`src/rtl/id_ex_ctrl_if.sv`:
```
// id_ex_ctrl_if
//   Bundles the IF/ID -> decode handshake, the EX flush, and the registered
//   ID/EX control bundle into one interface.
//   master : the surrounding pipeline (drives in_valid, instr, flush, out_ready)
//   slave  : the decode-control stage (drives in_ready, out_valid, bundle)
//   Bundle fields: alufn, jorbranch, branch_type, regwritesrc, memread,
//   memwrite, memtoreg, alusrc, regwrite, memsizesel, mem_unsigned, shamt,
//   rd, rs1, rs2, illegal.
interface id_ex_ctrl_if;
    logic        in_valid;
    logic        in_ready;
    logic [31:0] instr;
    logic        flush;
    logic        out_valid;
    logic        out_ready;
    logic [4:0]  alufn;
    logic [1:0]  jorbranch;
    logic [2:0]  branch_type;
    logic [1:0]  regwritesrc;
    logic        memread;
    logic        memwrite;
    logic        memtoreg;
    logic        alusrc;
    logic        regwrite;
    logic [1:0]  memsizesel;
    logic        mem_unsigned;
    logic [5:0]  shamt;
    logic [4:0]  rd;
    logic [4:0]  rs1;
    logic [4:0]  rs2;
    logic        illegal;

    modport master (
        output in_valid, instr, flush, out_ready,
        input  in_ready, out_valid, alufn, jorbranch, branch_type, regwritesrc,
               memread, memwrite, memtoreg, alusrc, regwrite, memsizesel,
               mem_unsigned, shamt, rd, rs1, rs2, illegal
    );

    modport slave (
        input  in_valid, instr, flush, out_ready,
        output in_ready, out_valid, alufn, jorbranch, branch_type, regwritesrc,
               memread, memwrite, memtoreg, alusrc, regwrite, memsizesel,
               mem_unsigned, shamt, rd, rs1, rs2, illegal
    );
endinterface

```
`src/rtl/id_ex_ctrl.sv`:
```
// id_ex_ctrl
//   Decode-control stage between IF/ID and ID/EX. Decodes the presented
//   instruction into a registered control bundle with valid/ready handshake,
//   stalls one bubble on load-use hazards, and drops everything on an EX flush.
//   Optional macro MULDIV_EN: decodes the M extension and throttles issue for
//   DIV_CYCLES cycles after each divide/remainder.
//   Ports: clk, rst_n (async, active low), bus (id_ex_ctrl_if.slave).
//   Parameters: XLEN (32/64, sets shamt width), DIV_CYCLES (2..63).
module id_ex_ctrl #(
    parameter int XLEN       = 32,
    parameter int DIV_CYCLES = 8
) (
    input  logic        clk,
    input  logic        rst_n,
    id_ex_ctrl_if.slave bus
);
    localparam logic [4:0] ALU_ADD  = 5'd0;
    localparam logic [4:0] ALU_SUB  = 5'd1;
    localparam logic [4:0] ALU_SLL  = 5'd2;
    localparam logic [4:0] ALU_SLT  = 5'd3;
    localparam logic [4:0] ALU_SLTU = 5'd4;
    localparam logic [4:0] ALU_XOR  = 5'd5;
    localparam logic [4:0] ALU_SRL  = 5'd6;
    localparam logic [4:0] ALU_SRA  = 5'd7;
    localparam logic [4:0] ALU_OR   = 5'd8;
    localparam logic [4:0] ALU_AND  = 5'd9;
    localparam logic [4:0] ALU_PASS = 5'd10;
    localparam logic [4:0] ALU_MUL  = 5'd11;

    localparam logic [1:0] NO_BRANCH = 2'd0;
    localparam logic [1:0] BRANCH    = 2'd1;
    localparam logic [1:0] JAL       = 2'd2;
    localparam logic [1:0] JALR      = 2'd3;

    localparam logic [6:0] OP_LUI    = 7'b0110111;
    localparam logic [6:0] OP_AUIPC  = 7'b0010111;
    localparam logic [6:0] OP_JAL    = 7'b1101111;
    localparam logic [6:0] OP_JALR   = 7'b1100111;
    localparam logic [6:0] OP_BRANCH = 7'b1100011;
    localparam logic [6:0] OP_LOAD   = 7'b0000011;
    localparam logic [6:0] OP_STORE  = 7'b0100011;
    localparam logic [6:0] OP_IMM    = 7'b0010011;
    localparam logic [6:0] OP_REG    = 7'b0110011;

    logic [6:0] opcode;
    logic [2:0] funct3;
    logic [6:0] funct7;
    assign opcode = bus.instr[6:0];
    assign funct3 = bus.instr[14:12];
    assign funct7 = bus.instr[31:25];

    logic [4:0] d_alufn;
    logic [1:0] d_jorbranch;
    logic [1:0] d_regwritesrc;
    logic       d_memread, d_memwrite, d_memtoreg, d_alusrc, d_regwrite;
    logic [1:0] d_memsizesel;
    logic       d_unsigned;
    logic [5:0] d_shamt;
    logic       d_illegal;
    logic       d_isdiv;
    logic [5:0] shamt_field;
    logic       shamt_hi_bad;

    // Combinational decode of the presented instruction. Any illegal encoding
    // collapses to a harmless default bundle with only 'illegal' set.
    always_comb begin
        // In RV64 bit 25 is part of shamt; in RV32 it must be zero.
        if (XLEN == 64) begin
            shamt_field  = bus.instr[25:20];
            shamt_hi_bad = bus.instr[31] | (|bus.instr[29:26]);
        end else begin
            shamt_field  = {1'b0, bus.instr[24:20]};
            shamt_hi_bad = bus.instr[31] | (|bus.instr[29:25]);
        end
        d_alufn       = ALU_ADD;
        d_jorbranch   = NO_BRANCH;
        d_regwritesrc = 2'b10;
        d_memread     = 1'b0;
        d_memwrite    = 1'b0;
        d_memtoreg    = 1'b0;
        d_alusrc      = 1'b0;
        d_regwrite    = 1'b0;
        d_memsizesel  = 2'b00;
        d_unsigned    = 1'b0;
        d_shamt       = 6'd0;
        d_illegal     = 1'b0;
        d_isdiv       = 1'b0;
        case (opcode)
            OP_BRANCH: begin
                d_alufn     = ALU_SUB;
                d_jorbranch = BRANCH;
                d_illegal   = (funct3 == 3'b010) || (funct3 == 3'b011);
            end
            OP_LOAD: begin
                d_alusrc   = 1'b1;
                d_memread  = 1'b1;
                d_memtoreg = 1'b1;
                d_regwrite = 1'b1;
                d_unsigned = funct3[2];
                case (funct3)
                    3'b000, 3'b100: d_memsizesel = 2'b01;
                    3'b001, 3'b101: d_memsizesel = 2'b10;
                    3'b010:         d_memsizesel = 2'b00;
                    default:        d_illegal    = 1'b1;
                endcase
            end
            OP_STORE: begin
                d_alusrc   = 1'b1;
                d_memwrite = 1'b1;
                case (funct3)
                    3'b000:  d_memsizesel = 2'b01;
                    3'b001:  d_memsizesel = 2'b10;
                    3'b010:  d_memsizesel = 2'b00;
                    default: d_illegal    = 1'b1;
                endcase
            end
            OP_JAL: begin
                d_jorbranch   = JAL;
                d_regwritesrc = 2'b01;
                d_regwrite    = 1'b1;
            end
            OP_JALR: begin
                d_jorbranch   = JALR;
                d_alusrc      = 1'b1;
                d_regwritesrc = 2'b01;
                d_regwrite    = 1'b1;
                d_illegal     = (funct3 != 3'b000);
            end
            OP_IMM: begin
                d_alusrc   = 1'b1;
                d_regwrite = 1'b1;
                case (funct3)
                    3'b000: d_alufn = ALU_ADD;
                    3'b010: d_alufn = ALU_SLT;
                    3'b011: d_alufn = ALU_SLTU;
                    3'b100: d_alufn = ALU_XOR;
                    3'b110: d_alufn = ALU_OR;
                    3'b111: d_alufn = ALU_AND;
                    3'b001: begin
                        d_alufn   = ALU_SLL;
                        d_shamt   = shamt_field;
                        d_illegal = shamt_hi_bad | bus.instr[30];
                    end
                    default: begin
                        d_alufn   = bus.instr[30] ? ALU_SRA : ALU_SRL;
                        d_shamt   = shamt_field;
                        d_illegal = shamt_hi_bad;
                    end
                endcase
            end
            OP_REG: begin
                d_regwrite = 1'b1;
                case (funct7)
                    7'b0000000: begin
                        case (funct3)
                            3'b000:  d_alufn = ALU_ADD;
                            3'b001:  d_alufn = ALU_SLL;
                            3'b010:  d_alufn = ALU_SLT;
                            3'b011:  d_alufn = ALU_SLTU;
                            3'b100:  d_alufn = ALU_XOR;
                            3'b101:  d_alufn = ALU_SRL;
                            3'b110:  d_alufn = ALU_OR;
                            default: d_alufn = ALU_AND;
                        endcase
                    end
                    7'b0100000: begin
                        if (funct3 == 3'b000)      d_alufn   = ALU_SUB;
                        else if (funct3 == 3'b101) d_alufn   = ALU_SRA;
                        else                       d_illegal = 1'b1;
                    end
`ifdef MULDIV_EN
                    7'b0000001: begin
                        // ALU_MUL..ALU_REMU follow funct3 order
                        d_alufn = ALU_MUL + {2'b00, funct3};
                        d_isdiv = funct3[2];
                    end
`endif
                    default: d_illegal = 1'b1;
                endcase
            end
            OP_AUIPC: begin
                d_alusrc      = 1'b1;
                d_regwrite    = 1'b1;
                d_regwritesrc = 2'b00;
            end
            OP_LUI: begin
                d_alufn    = ALU_PASS;
                d_alusrc   = 1'b1;
                d_regwrite = 1'b1;
            end
            default: d_illegal = 1'b1;
        endcase
        if (d_illegal) begin
            d_alufn       = ALU_ADD;
            d_jorbranch   = NO_BRANCH;
            d_regwritesrc = 2'b10;
            d_memread     = 1'b0;
            d_memwrite    = 1'b0;
            d_memtoreg    = 1'b0;
            d_alusrc      = 1'b0;
            d_regwrite    = 1'b0;
            d_memsizesel  = 2'b00;
            d_unsigned    = 1'b0;
            d_shamt       = 6'd0;
            d_isdiv       = 1'b0;
        end
    end

    logic uses_rs1, uses_rs2, hazard, busy, accept;

    // A valid load in the output register whose destination the incoming
    // instruction reads cannot be forwarded in time: hold it back one cycle.
    assign uses_rs1 = !((opcode == OP_LUI) || (opcode == OP_AUIPC) || (opcode == OP_JAL));
    assign uses_rs2 = (opcode == OP_BRANCH) || (opcode == OP_STORE) || (opcode == OP_REG);
    assign hazard   = bus.out_valid && bus.memread && (bus.rd != 5'd0) &&
                      ((uses_rs1 && (bus.instr[19:15] == bus.rd)) ||
                       (uses_rs2 && (bus.instr[24:20] == bus.rd)));

    assign bus.in_ready = !bus.flush && !busy && (!bus.out_valid || bus.out_ready) && !hazard;
    assign accept       = bus.in_valid && bus.in_ready;

`ifdef MULDIV_EN
    localparam logic [0:0] ST_RUN      = 1'b0;
    localparam logic [0:0] ST_DIV_BUSY = 1'b1;

    logic [0:0] state;
    logic [5:0] div_cnt;

    // Divider occupancy: leaving DIV_BUSY as the count expires lets the next
    // instruction issue exactly DIV_CYCLES edges after the divide.
    always_ff @(posedge clk or negedge rst_n) begin
        if (!rst_n) begin
            state   <= ST_RUN;
            div_cnt <= 6'd0;
        end else if (bus.flush) begin
            state   <= ST_RUN;
            div_cnt <= 6'd0;
        end else if (state == ST_RUN) begin
            if (accept && d_isdiv) begin
                state   <= ST_DIV_BUSY;
                div_cnt <= 6'(DIV_CYCLES - 1);
            end
        end else if (div_cnt <= 6'd1) begin
            state   <= ST_RUN;
            div_cnt <= 6'd0;
        end else begin
            div_cnt <= div_cnt - 6'd1;
        end
    end

    assign busy = (state == ST_DIV_BUSY);
`else
    logic div_cycles_unused;
    // Keeps the parameter referenced when the divider is not built.
    assign div_cycles_unused = ^DIV_CYCLES;
    assign busy              = 1'b0;
`endif

    // Output register: flush beats everything, accepted instructions load the
    // whole bundle at once, a consumed bundle without a successor becomes a bubble.
    always_ff @(posedge clk or negedge rst_n) begin
        if (!rst_n) begin
            bus.out_valid    <= 1'b0;
            bus.alufn        <= 5'd0;
            bus.jorbranch    <= 2'd0;
            bus.branch_type  <= 3'd0;
            bus.regwritesrc  <= 2'd0;
            bus.memread      <= 1'b0;
            bus.memwrite     <= 1'b0;
            bus.memtoreg     <= 1'b0;
            bus.alusrc       <= 1'b0;
            bus.regwrite     <= 1'b0;
            bus.memsizesel   <= 2'd0;
            bus.mem_unsigned <= 1'b0;
            bus.shamt        <= 6'd0;
            bus.rd           <= 5'd0;
            bus.rs1          <= 5'd0;
            bus.rs2          <= 5'd0;
            bus.illegal      <= 1'b0;
        end else if (bus.flush) begin
            bus.out_valid <= 1'b0;
        end else if (accept) begin
            bus.out_valid    <= 1'b1;
            bus.alufn        <= d_alufn;
            bus.jorbranch    <= d_jorbranch;
            bus.branch_type  <= funct3;
            bus.regwritesrc  <= d_regwritesrc;
            bus.memread      <= d_memread;
            bus.memwrite     <= d_memwrite;
            bus.memtoreg     <= d_memtoreg;
            bus.alusrc       <= d_alusrc;
            bus.regwrite     <= d_regwrite;
            bus.memsizesel   <= d_memsizesel;
            bus.mem_unsigned <= d_unsigned;
            bus.shamt        <= d_shamt;
            bus.rd           <= bus.instr[11:7];
            bus.rs1          <= bus.instr[19:15];
            bus.rs2          <= bus.instr[24:20];
            bus.illegal      <= d_illegal;
        end else if (bus.out_ready) begin
            bus.out_valid <= 1'b0;
        end
    end
endmodule

```
`src/flat_wrapper.sv`:
```
// flat-port wrapper written by rule: the top's interface ports become plain ports
module id_ex_ctrl_flat 
#(
    parameter int XLEN       = 32,
    parameter int DIV_CYCLES = 8
)
  (clk, rst_n, bus_in_valid, bus_instr, bus_flush, bus_out_ready, bus_in_ready, bus_out_valid, bus_alufn, bus_jorbranch, bus_branch_type, bus_regwritesrc, bus_memread, bus_memwrite, bus_memtoreg, bus_alusrc, bus_regwrite, bus_memsizesel, bus_mem_unsigned, bus_shamt, bus_rd, bus_rs1, bus_rs2, bus_illegal);
  id_ex_ctrl_if bus_i ();
  input  logic clk;
  input  logic rst_n;
  input wire logic [$bits(bus_i.in_valid)-1:0] bus_in_valid;
  input wire logic [$bits(bus_i.instr)-1:0] bus_instr;
  input wire logic [$bits(bus_i.flush)-1:0] bus_flush;
  input wire logic [$bits(bus_i.out_ready)-1:0] bus_out_ready;
  output wire logic [$bits(bus_i.in_ready)-1:0] bus_in_ready;
  output wire logic [$bits(bus_i.out_valid)-1:0] bus_out_valid;
  output wire logic [$bits(bus_i.alufn)-1:0] bus_alufn;
  output wire logic [$bits(bus_i.jorbranch)-1:0] bus_jorbranch;
  output wire logic [$bits(bus_i.branch_type)-1:0] bus_branch_type;
  output wire logic [$bits(bus_i.regwritesrc)-1:0] bus_regwritesrc;
  output wire logic [$bits(bus_i.memread)-1:0] bus_memread;
  output wire logic [$bits(bus_i.memwrite)-1:0] bus_memwrite;
  output wire logic [$bits(bus_i.memtoreg)-1:0] bus_memtoreg;
  output wire logic [$bits(bus_i.alusrc)-1:0] bus_alusrc;
  output wire logic [$bits(bus_i.regwrite)-1:0] bus_regwrite;
  output wire logic [$bits(bus_i.memsizesel)-1:0] bus_memsizesel;
  output wire logic [$bits(bus_i.mem_unsigned)-1:0] bus_mem_unsigned;
  output wire logic [$bits(bus_i.shamt)-1:0] bus_shamt;
  output wire logic [$bits(bus_i.rd)-1:0] bus_rd;
  output wire logic [$bits(bus_i.rs1)-1:0] bus_rs1;
  output wire logic [$bits(bus_i.rs2)-1:0] bus_rs2;
  output wire logic [$bits(bus_i.illegal)-1:0] bus_illegal;
  assign bus_i.in_valid = bus_in_valid;
  assign bus_i.instr = bus_instr;
  assign bus_i.flush = bus_flush;
  assign bus_i.out_ready = bus_out_ready;
  assign bus_in_ready = bus_i.in_ready;
  assign bus_out_valid = bus_i.out_valid;
  assign bus_alufn = bus_i.alufn;
  assign bus_jorbranch = bus_i.jorbranch;
  assign bus_branch_type = bus_i.branch_type;
  assign bus_regwritesrc = bus_i.regwritesrc;
  assign bus_memread = bus_i.memread;
  assign bus_memwrite = bus_i.memwrite;
  assign bus_memtoreg = bus_i.memtoreg;
  assign bus_alusrc = bus_i.alusrc;
  assign bus_regwrite = bus_i.regwrite;
  assign bus_memsizesel = bus_i.memsizesel;
  assign bus_mem_unsigned = bus_i.mem_unsigned;
  assign bus_shamt = bus_i.shamt;
  assign bus_rd = bus_i.rd;
  assign bus_rs1 = bus_i.rs1;
  assign bus_rs2 = bus_i.rs2;
  assign bus_illegal = bus_i.illegal;
  id_ex_ctrl #(.XLEN(XLEN), .DIV_CYCLES(DIV_CYCLES)) u_core (.clk(clk), .rst_n(rst_n), .bus(bus_i));
endmodule
```
`config.mk`:
```
export PLATFORM = sky130hd
export DESIGN_NAME = id_ex_ctrl_flat
export DESIGN_NICKNAME = d
export VERILOG_FILES = /design/src/rtl/id_ex_ctrl_if.sv /design/src/rtl/id_ex_ctrl.sv /design/src/flat_wrapper.sv
export SDC_FILE = /design/constraint.sdc
export NUM_CORES = 1
export LEC_CHECK = 0
export BUFFER_PORTS_ARGS = -buffer_cell sky130_fd_sc_hd__buf_2
export CAP_MARGIN = 20
export CORE_UTILIZATION = 35
export DETAILED_ROUTE_END_ITERATION = 10
export PLACE_DENSITY = 0.71
export SYNTH_ARGS = -nofsm -noshare
export SYNTH_HDL_FRONTEND = slang
export SYNTH_SLANG_ARGS = --single-unit
```
`constraint.sdc`:
```
create_clock -name clk -period 6.4 [get_ports clk]
set_clock_uncertainty 0.15 [all_clocks]
set_input_delay 0 -clock clk [delete_from_list [all_inputs] [get_ports clk]]
set_output_delay 0 -clock clk [all_outputs]
set_load 0.05 [all_outputs]
```
# After elaboration in Yosys (flattened, before gate mapping)
# Cells that the tools add are included.
# classes
n_addsub,0
mul,0
div_mod_pow,0
magnitude_cmp,0
n_eq_ne,19
shift,0
n_mux,39
bitwise,3
n_reduce_logical,35
# op_table
operator,n
$pmux 5 s7,1
$eq 7x6->1 const B,4
$pmux 4 s7,1
$eq 7x7->1 const B,3
$pmux 5 s4,1
$mux 1,18
$pmux 2 s2,4
$mux 5,3
$eq 7x5->1 const B,2
$eq 3x3->1 const B,4
$mux 6,2
$reduce_or 6->1,2
$eq 5x5->1,2
$pmux 5 s2,1
$reduce_or 5->1,2
$logic_and 1x1->1,8
$eq 7x2->1 const B,1
$logic_not 7->1,1
$logic_or 1x1->1,7
$pmux 1 s7,1
$reduce_or 7->1,1
$eq 3x2->1 const B,2
$mux 2,3
$pmux 2 s3,1
other kinds (12),21
# word_totals
register_bits,42
latchBits,0
ram_bits,0
romBits,0
input_bits,37
out_inout_bits,44
elab_cells,112
mem_count,0

# Logic depth before layout (Yosys ltp)
# Gate-level depths: netlist of the first run.
# depth
depth_word,12
mapped_depth,10
depth_no_buf,6

# Worst setup path before layout of the first run
# OpenSTA, ideal clock, no wires.
# synth_path
path_kind,reg2out
startpoint,register u_core.bus.rd[0] (netlist name)
endpoint,output port bus_in_ready
t_arrival_ns,2.623
required_time_ns,6.250
setup_slack_ns,3.627
path_stages_with_launch,5
path_buffers,0
cell_sequence,dfrtp_1 or4_1 o211ai_1 or4_1 nor3b_1
# synth_between
elab_chain_len,6
word_cells_on_any_way,10
cone_classes,eq/ne (2); reduce/logical (8)
# synth_rtl
element,line,rtl
start: declaration,id_ex_ctrl_if.sv:44,"mem_unsigned, shamt, rd, rs1, rs2, illegal"
start signal: assignment,id_ex_ctrl.sv:296,bus.rd <= bus.instr[11:7];
"$eq 5x5->1, on equally long branches","id_ex_ctrl.sv:216, id_ex_ctrl.sv:217",
"$logic_and 1x1->1, on equally long branches","id_ex_ctrl.sv:216, id_ex_ctrl.sv:217",
$logic_or 1x1->1,id_ex_ctrl.sv:216,((uses_rs1 && (bus.instr[19:15] == bus.rd)) ||
$logic_and 1x1->1 (*),id_ex_ctrl.sv:215,assign hazard = bus.out_valid && bus.memread && (bus.rd != 5'd0) &&
$logic_not 1->1 (*),id_ex_ctrl.sv:219,assign bus.in_ready = !bus.flush && !busy && (!bus.out_valid || bus.out_ready) && !hazard;
$logic_and 1x1->1 (*),id_ex_ctrl.sv:219,
end: declaration,flat_wrapper.sv:15,output wire logic [$bits(bus_i.in_ready)-1:0] bus_in_ready;
# Every way passes the cells marked *; elsewhere a longest branch is shown, timed or not.

# Worst setup path after layout of the first run
# layout_path
startpoint,register u_core.bus.rd[0] (netlist name)
endpoint,register u_core.bus.memsizesel[0]
# layout_between
elab_chain_len,8
word_cells_on_any_way,12
cone_classes,eq/ne (2); reduce/logical (10)
# layout_rtl
element,line,rtl
"$eq 5x5->1, on equally long branches","id_ex_ctrl.sv:216, id_ex_ctrl.sv:217",
"$logic_and 1x1->1, on equally long branches","id_ex_ctrl.sv:216, id_ex_ctrl.sv:217",
$logic_or 1x1->1,id_ex_ctrl.sv:216,
$logic_and 1x1->1 (*),id_ex_ctrl.sv:215,
$logic_not 1->1 (*),id_ex_ctrl.sv:219,
$logic_and 1x1->1 (*),id_ex_ctrl.sv:219,
$logic_and 1x1->1 (*),id_ex_ctrl.sv:220,assign accept = bus.in_valid && bus.in_ready;
$reduce_and 2->1 (no source line) (*),n/a,
end signal: assignment,id_ex_ctrl.sv:293,bus.memsizesel <= d_memsizesel;
end: declaration,id_ex_ctrl_if.sv:43,"memread, memwrite, memtoreg, alusrc, regwrite, memsizesel,"
# Marks and branches as above.
# A chain may end at the register's enable or synchronous reset.

==> impl_metrics.csv, run 1 <==
group,metric,value,unit
placed_design,place_inst,356,
pwr,ir_worst_vdd,152,uV
detailed_routing,wl_per_cell,14.7,um
synthesis,synthFlopType,"dfrtp_1",
cells_and_area,final_cell_mix,"buf_2, dfrtp_1, nand2_1",
pwr,switching_share,0.369,
cells_and_area,area_growth,33.4,%
sta,worst_pin_slew,0.881,ns
synthesis,synth_warnings,0,
clock_network,cts-hold-fix-buffers,23,
synthesis,synth-xor-area-share,0.0444,
pwr,p_switching,0.244,mW
pwr,total_power,0.660,mW
clock_network,cts.htree.levels,2,
global_routing,grt_pass1_vias,1909,
critical_path,start_kind,"flop",
detailed_routing,routed_via_density,5.16,
cells_and_area,multiInputGateArea,1080,um2
sta,rsz0062_at_grt,"no",
cells_and_area,fillCellCount,584,
cells_and_area,post-route-util,0.486,
critical_path,rrSetupSlack,2.90,ns
critical_path,crit_start,"u_core.bus.rd[0]$_DFFE_PN0P_",
global_routing,grt_first_pass_wirelength,9.07,mm
synthesis,synth-async-reset-ratio,1.00,
pwr,internal_power,0.417,mW
synthesis,synth_area_leaders,"dfrtp_1, mux2_2, nand2_1, xnor2_1, o21ai_0",
cells_and_area,final_cells,386,
critical_path,arrival,3.58,ns
clock_network,cts_resized,0,
pwr,power_frac_comb,0.319,
clock_network,clockBufferDepth,2,
floorplan,design.portCount,81,
clock_network,numCtsBuffers,5,
placed_design,io_buffers,78,
cells_and_area,fin_nets,348,
critical_path,cp-end-kind,"flop",
synthesis,synth_area_per_cell,10.0,um2
cells_and_area,layout_commonest_cell,"buf_2",
clock_network,cts_sinks,40,
min_path,holdCritStartpoint,"bus_instr[14]",
sta,timing_hold_violations_final,1,
cells_and_area,fin_area,2900,um2
sta,min_period,3.50,ns
synthesis,synth_fa_ha_area_frac,0,
min_path,hp-class,"primary input to flop",
sta,fmax,285,MHz
critical_path,crit_end,"u_core.bus.memsizesel[0]$_DFFE_PN0P_",
placed_design,dpl_cell_area,2590,um2
clock_network,root_buffer,"clkbuf_8",
floorplan,fp.dieW,80.8,um
placed_design,place_congestion,0.888,
sta,holdWs,-0.00176,ns
detailed_routing,dr_wl_met3,441,um
floorplan,coreArea,5960,um2
critical_path,r2r_start,"u_core.bus.rd[0]$_DFFE_PN0P_",
cells_and_area,antenna_cells,0,
synthesis,synth_cells,217,
critical_path,criticalPathCategory,"flop to flop",
floorplan,start_util,0.364,
floorplan,std_cell_rows,28,
synthesis,syn-cell-area,2170,um2
global_routing,grt_overflow,0,
synthesis,seq_area_frac_synth,0.461,
critical_path,r2r.worst_path.cells,7,
detailed_routing,routed_wl,5.66,mm
clock_network,clk_pin_slew,0.08,ns
critical_path,critPathMaxFanout,29,
run_status,status,"complete, but fails checks",
detailed_routing,highest_layer,"met4",
detailed_routing,route.met2.wl,2.69,mm
synthesis,synth_compound_area_frac,0.152,
pwr,power_leakage,1.35,nW
global_routing,grt.total_usage,0.184,
clock_network,cts_setup_buffers,0,
detailed_routing,antenna_left,0,
cells_and_area,seq_area,1000,um2
detailed_routing,dr.first_iter.drc_count,93,
cells_and_area,drive_above_1_share,0.360,
detailed_routing,met1_length,2.49,mm
global_routing,grt_max_degree,41,
clock_network,clk_latency,0.29,ns
pwr,seqPwrFrac,0.443,
detailed_routing,via_count,1990,
synthesis,synth.largest_area_cell,"dfrtp_1",
sta,setup_violations,0,
placed_design,place_ws,3.14,ns
synthesis,yosys.area_share.simple,0.206,
run,maxCapViolCount,0,
floorplan,die_area,6520,um2
sta,setup_tns,0,ns
critical_path,rr_endpoint,"u_core.bus.memsizesel[0]$_DFFE_PN0P_",
global_routing,antenna_found_initial,0,
sta,period_share,0.547,
clock_network,cts_tree,"built",
pwr,power_density,228,nW/um2
synthesis,synth-edff-count,0,
synthesis,synth_top_area_share,0.461,
run_status,violations,"hold timing",
synthesis,synthMuxAreaShare,0.0934,
detailed_routing,drc,0,
synthesis,synth_top_family_by_area,"simple AND/OR/NAND/NOR gates",
pwr,clockPowerShare,0.238,
placed_design,dpl.hpwl,4.13,mm
critical_path,cp_data_required_time,6.48,ns
synthesis,ys_types,46,
sta,maxSlewViolCount,0,
sta,setup_slack,2.90,ns
synthesis,ys_ff_latch,40,
floorplan,die_h,80.8,um
detailed_routing,first_pass_iters,4,
sta,max_slew_margin,0.413,
==> how the worst min path moves through the flow <==
stage                     cells after the start                                    to  slack [ns]
after floorplan                               0       u_core.bus.alufn[0]$_DFFE_PN0P_       -0.45
after global placement                        1  u_core.bus.memsizesel[1]$_DFFE_PN0P_        0.02
after detailed placement                      1       u_core.bus.alufn[1]$_DFFE_PN0P_        0.02
after CTS                                     3       u_core.bus.alufn[3]$_DFFE_PN0P_       0.004
after global routing                          3       u_core.bus.alufn[3]$_DFFE_PN0P_        0.03
final                                         3       u_core.bus.alufn[3]$_DFFE_PN0P_      -0.002
==> cells by family after synthesis <==
group	Yosys count
AO/OA/AOI/OAI	46
AND/OR/NAND/NOR	82
flip-flops	40
multiplexers	18
XOR/XNOR	11
buffers and inverters	19
other	1
==> layer usage <==
layer,vias to the layer above,track usage
met5,-,0
met4,0,0.0500
met3,4,0.0506
met2,86,0.302
met1,934,0.238
li1,966,-
==> power by group through the flow <==
stage / sequential, mW / combinational (mW) / clock [mW]
after floorplan: 0.374 / 0.0654 / 0
after global placement: 0.295 / 0.200 / 0
after detailed placement: 0.297 / 0.201 / 0
after CTS: 0.292 / 0.212 / 0.163
after global routing: 0.296 / 0.224 / 0.173
final: 0.292 / 0.211 / 0.157
==> critical path: stages, from the launching register on <==
cell           delay, ns
dfrtp_1             0.44
or4_1               0.54
o211ai_1            0.21
or4_1               0.14
or3b_2              0.67
buf_4               0.33
o41ai_1             0.34
dlygate4sd3_1       0.59
==> flip-flops by register name, summed over array words and instances, names as in the netlist <==
signal,cells
u_core.bus.rd,5
u_core.bus.memread,1
u_core.bus.rs1,5
u_core.bus.alufn,4
u_core.bus.out_valid,1
u_core.bus.mem_unsigned,1
u_core.bus.rs2,5
u_core.bus.regwritesrc,2
u_core.bus.illegal,1
u_core.bus.memwrite,1
u_core.bus.jorbranch,2
u_core.bus.memsizesel,2
u_core.bus.alusrc,1
u_core.bus.regwrite,1
u_core.bus.shamt,5
u_core.bus.branch_type,3
==> Yosys cell counts (3+ instances only) <==
| library cell | instances |
|---|---|
| nor2_1 | 10 |
| a22o_1 | 5 |
| buf_4 | 3 |
| or4_1 | 4 |
| xnor2_1 | 10 |
| o21ai_0 | 14 |
| nor3_1 | 4 |
| or3_1 | 3 |
| clkbuf_1 | 7 |
| nand3_1 | 9 |
| a31oi_1 | 3 |
| a21oi_1 | 6 |
| mux2_2 | 18 |
| dfrtp_1 | 40 |
| buf_2 | 5 |
| inv_1 | 3 |
| nand2b_1 | 5 |
| o41ai_2 | 3 |
| nand2_1 | 27 |
| nor4_1 | 3 |
==> final cells by class <==
class,count,share of cell area
clock buffers,6,0.0251
repair buffers,102,0.217
flip-flops and latches,40,0.346
clock inverters,1,0.00173
well taps,75,0.0324
multi-input cells,159,0.375
inverters,3,0.00389
No activity file was read; power rests on OpenSTA's default activity.
==> run 2, diff against run 1 <==
--- a/config.mk
+++ b/config.mk
@@ -5,11 +5,12 @@
 export SDC_FILE = /design/constraint.sdc
 export NUM_CORES = 1
 export LEC_CHECK = 0
+export ABC_AREA = 1
 export BUFFER_PORTS_ARGS = -buffer_cell sky130_fd_sc_hd__buf_2
 export CAP_MARGIN = 20
 export CORE_UTILIZATION = 35
 export DETAILED_ROUTE_END_ITERATION = 10
-export PLACE_DENSITY = 0.71
+export PLACE_DENSITY = 0.72
 export SYNTH_ARGS = -nofsm -noshare
 export SYNTH_HDL_FRONTEND = slang
 export SYNTH_SLANG_ARGS = --single-unit
==> constraint.sdc (replaced) <==
create_clock -name clk -period 2.9 [get_ports clk]
set_clock_uncertainty 0.15 [all_clocks]
set_input_delay 0 -clock clk [delete_from_list [all_inputs] [get_ports clk]]
set_output_delay 0 -clock clk [all_outputs]
set_load 0.05 [all_outputs]
==> impl_metrics.csv, run 2 <==
group,metric,value,unit
detailed_routing,dr.first_iter.drc_count,149,
synthesis,synth_area_per_cell,6.92,um2
synthesis,synth-edff-count,0,
detailed_routing,first_pass_iters,4,
sta,timing_hold_violations_final,0,
sta,max_slew_margin,0.410,
clock_network,cts_tree,"built",
floorplan,die_area,7360,um2
pwr,ir_worst_vdd,304,uV
clock_network,cts_sinks,40,
sta,rsz0062_at_grt,"no",
synthesis,synthFlopType,"dfrtp_1",
sta,setup_tns,0,ns
min_path,hp-class,"primary input to flop",
sta,worst_pin_slew,0.885,ns
cells_and_area,final_cell_mix,"nand2_1, buf_2, dfrtp_1",
sta,fmax,440,MHz
synthesis,seq_area_frac_synth,0.407,
placed_design,dpl.hpwl,4.72,mm
detailed_routing,antenna_left,0,
sta,maxSlewViolCount,0,
floorplan,design.portCount,81,
detailed_routing,routed_wl,6.32,mm
synthesis,ys_ff_latch,40,
floorplan,die_h,85.8,um
sta,min_period,2.27,ns
cells_and_area,antenna_cells,0,
clock_network,numCtsBuffers,5,
pwr,power_leakage,1.77,nW
sta,setup_violations,0,
critical_path,cp-end-kind,"flop",
sta,holdWs,0.0451,ns
critical_path,slowest_stage,"dlygate4sd3_1",
synthesis,synth.largest_area_cell,"dfrtp_1",
synthesis,synth_cells,355,
critical_path,cp_cell_sequence,"nor2_1 > nand3_1 > o211ai_1 > inv_1 > nand2_1 > nand3_2 > o21ai_1 > dlygate4sd3_1",
clock_network,clk_pin_slew,0.08,ns
floorplan,std_cell_rows,30,
pwr,power_density,456,nW/um2
synthesis,synth_area_leaders,"dfrtp_1, nand2_1, nor2_1, nor2_2, inv_1",
placed_design,io_buffers,78,
floorplan,start_util,0.362,
critical_path,start_kind,"flop",
sta,setup_slack,0.627,ns
cells_and_area,fillCellCount,666,
run,maxCapViolCount,0,
cells_and_area,multiInputGateArea,1240,um2
global_routing,grt.total_usage,0.181,
cells_and_area,fin_nets,488,
critical_path,crit_family,"simple AND/OR/NAND/NOR gates",
global_routing,antenna_found_initial,0,
cells_and_area,layout_commonest_cell,"nand2_1",
synthesis,synth-async-reset-ratio,1.00,
sta,period_share,0.784,
synthesis,synth_warnings,0,
cells_and_area,area_growth,29.8,%
synthesis,ys_top_cells_by_count,"nand2_1, dfrtp_1, nor2_1",
synthesis,synthMostInstantiatedCell,"nand2_1",
floorplan,fp.dieW,85.8,um
cells_and_area,drive_above_1_share,0.272,
global_routing,grt_overflow,0,
clock_network,clk_latency,0.29,ns
synthesis,ys_types,28,
clock_network,clockBufferDepth,2,
floorplan,coreArea,6790,um2
clock_network,cts.htree.levels,2,
detailed_routing,drc,0,
global_routing,grt_max_degree,41,
clock_network,root_buffer,"clkbuf_8",
synthesis,syn-cell-area,2460,um2
critical_path,critPathMaxFanout,20,
placed_design,place_ws,0.778,ns
critical_path,arrival,2.36,ns
synthesis,synth_top_area_share,0.407,
run_status,status,"finished clean",
global_routing,grt_first_pass_wirelength,10.6,mm
detailed_routing,via_count,2501,
detailed_routing,routed_via_density,4.56,
critical_path,criticalPathCategory,"flop to flop",
global_routing,grt_pass1_vias,2406,
clock_network,cts_resized,0,
critical_path,cp_data_required_time,2.99,ns
cells_and_area,seq_area,1000,um2
pwr,total_power,1.46,mW
cells_and_area,post-route-util,0.469,
clock_network,cts_setup_buffers,0,
detailed_routing,wl_per_cell,11.5,um
placed_design,place_congestion,0.898,
critical_path,worst-path-buf-inv,2,
critical_path,critical-path-max-stage-delay,0.56,ns
run 2: cell count changes after synthesis, moves of 5 or more:
cell and change:
nand2_1 +125, nand2_2 +6, inv_1 +19, buf_6 +5, inv_2 +8, nand2b_1 -5
nor2_2 +16, clkbuf_1 -7, mux2_2 -18, nor2_1 +28, a22o_1 -5, nand3_1 +5
xnor2_1 -7
run 2: where the power goes:
group          leakage, nW  internal (mW)  switching, mW
Sequential           0.524          0.601         0.0355
Combinational         1.20          0.122          0.313
Clock               0.0445          0.193          0.191
Total                 1.77          0.916          0.540
run 2: timing repair:
item | CTS | global route
setup endpoints to repair | 0 | 0
endpoints found under the hold margin | 64 | 0
hold buffers | 21 | 0
run 2: metrics by stage:
stage | std cells | instance area, um2
after floorplan | 356 | 2460
final | 548 | 3190
after global routing | 548 | 3190
after CTS | 548 | 3190
after global placement | 519 | 2890
after detailed placement | 519 | 2890
run 2: final timing paths:
path / start / to / slack, ns / cells past startpoint
min reg2reg: u_core.bus.memsizesel[1]$_DFFE_PN0P_ / u_core.bus.memsizesel[1]$_DFFE_PN0P_ / 0.33 / 2
max reg2reg: u_core.bus.rd[1]$_DFFE_PN0P_ / u_core.bus.out_valid$_DFFE_PN0P_ / 0.63 / 8
max: u_core.bus.rd[1]$_DFFE_PN0P_ / u_core.bus.out_valid$_DFFE_PN0P_ / 0.63 / 8
max in group asynchronous: rst_n / u_core.bus.rs1[4]$_DFFE_PN0P_ / 1.81 / 2
min: bus_in_valid / u_core.bus.rs2[1]$_DFFE_PN0P_ / 0.05 / 5
min in group asynchronous: rst_n / u_core.bus.rs2[1]$_DFFE_PN0P_ / 0.22 / 2
run 2: logic make-up after synthesis:
family	share of synthesized area
compound gates	0.0565
simple gates	0.421
buf+inv	0.0891
flops	0.407
other cells	0.00153
xor+xnor	0.0249
run 2: worst reg2reg max path, stage by stage, from the launching register on:
cell	delay (ns)
dfrtp_1	0.44
nor2_1	0.12
nand3_1	0.08
o211ai_1	0.16
inv_1	0.05
nand2_1	0.10
nand3_2	0.35
o21ai_1	0.20
dlygate4sd3_1	0.56
run 2: area by class of cell:
type,count,area share
Multi-Input combinational cell,274,0.389
Sequential cell,40,0.314
Timing Repair Buffer,100,0.195
Tap cell,96,0.0377
Inverter,30,0.0353
Clock buffer,7,0.0271
Clock inverter,1,0.00235
run 2: metal layers:
layer / wire length [um] / GRT usage
met3: 398 / 0.0366
met1: 2810 / 0.234
met5: 0 / 0
met4: 146 / 0.0697
met2: 2970 / 0.299
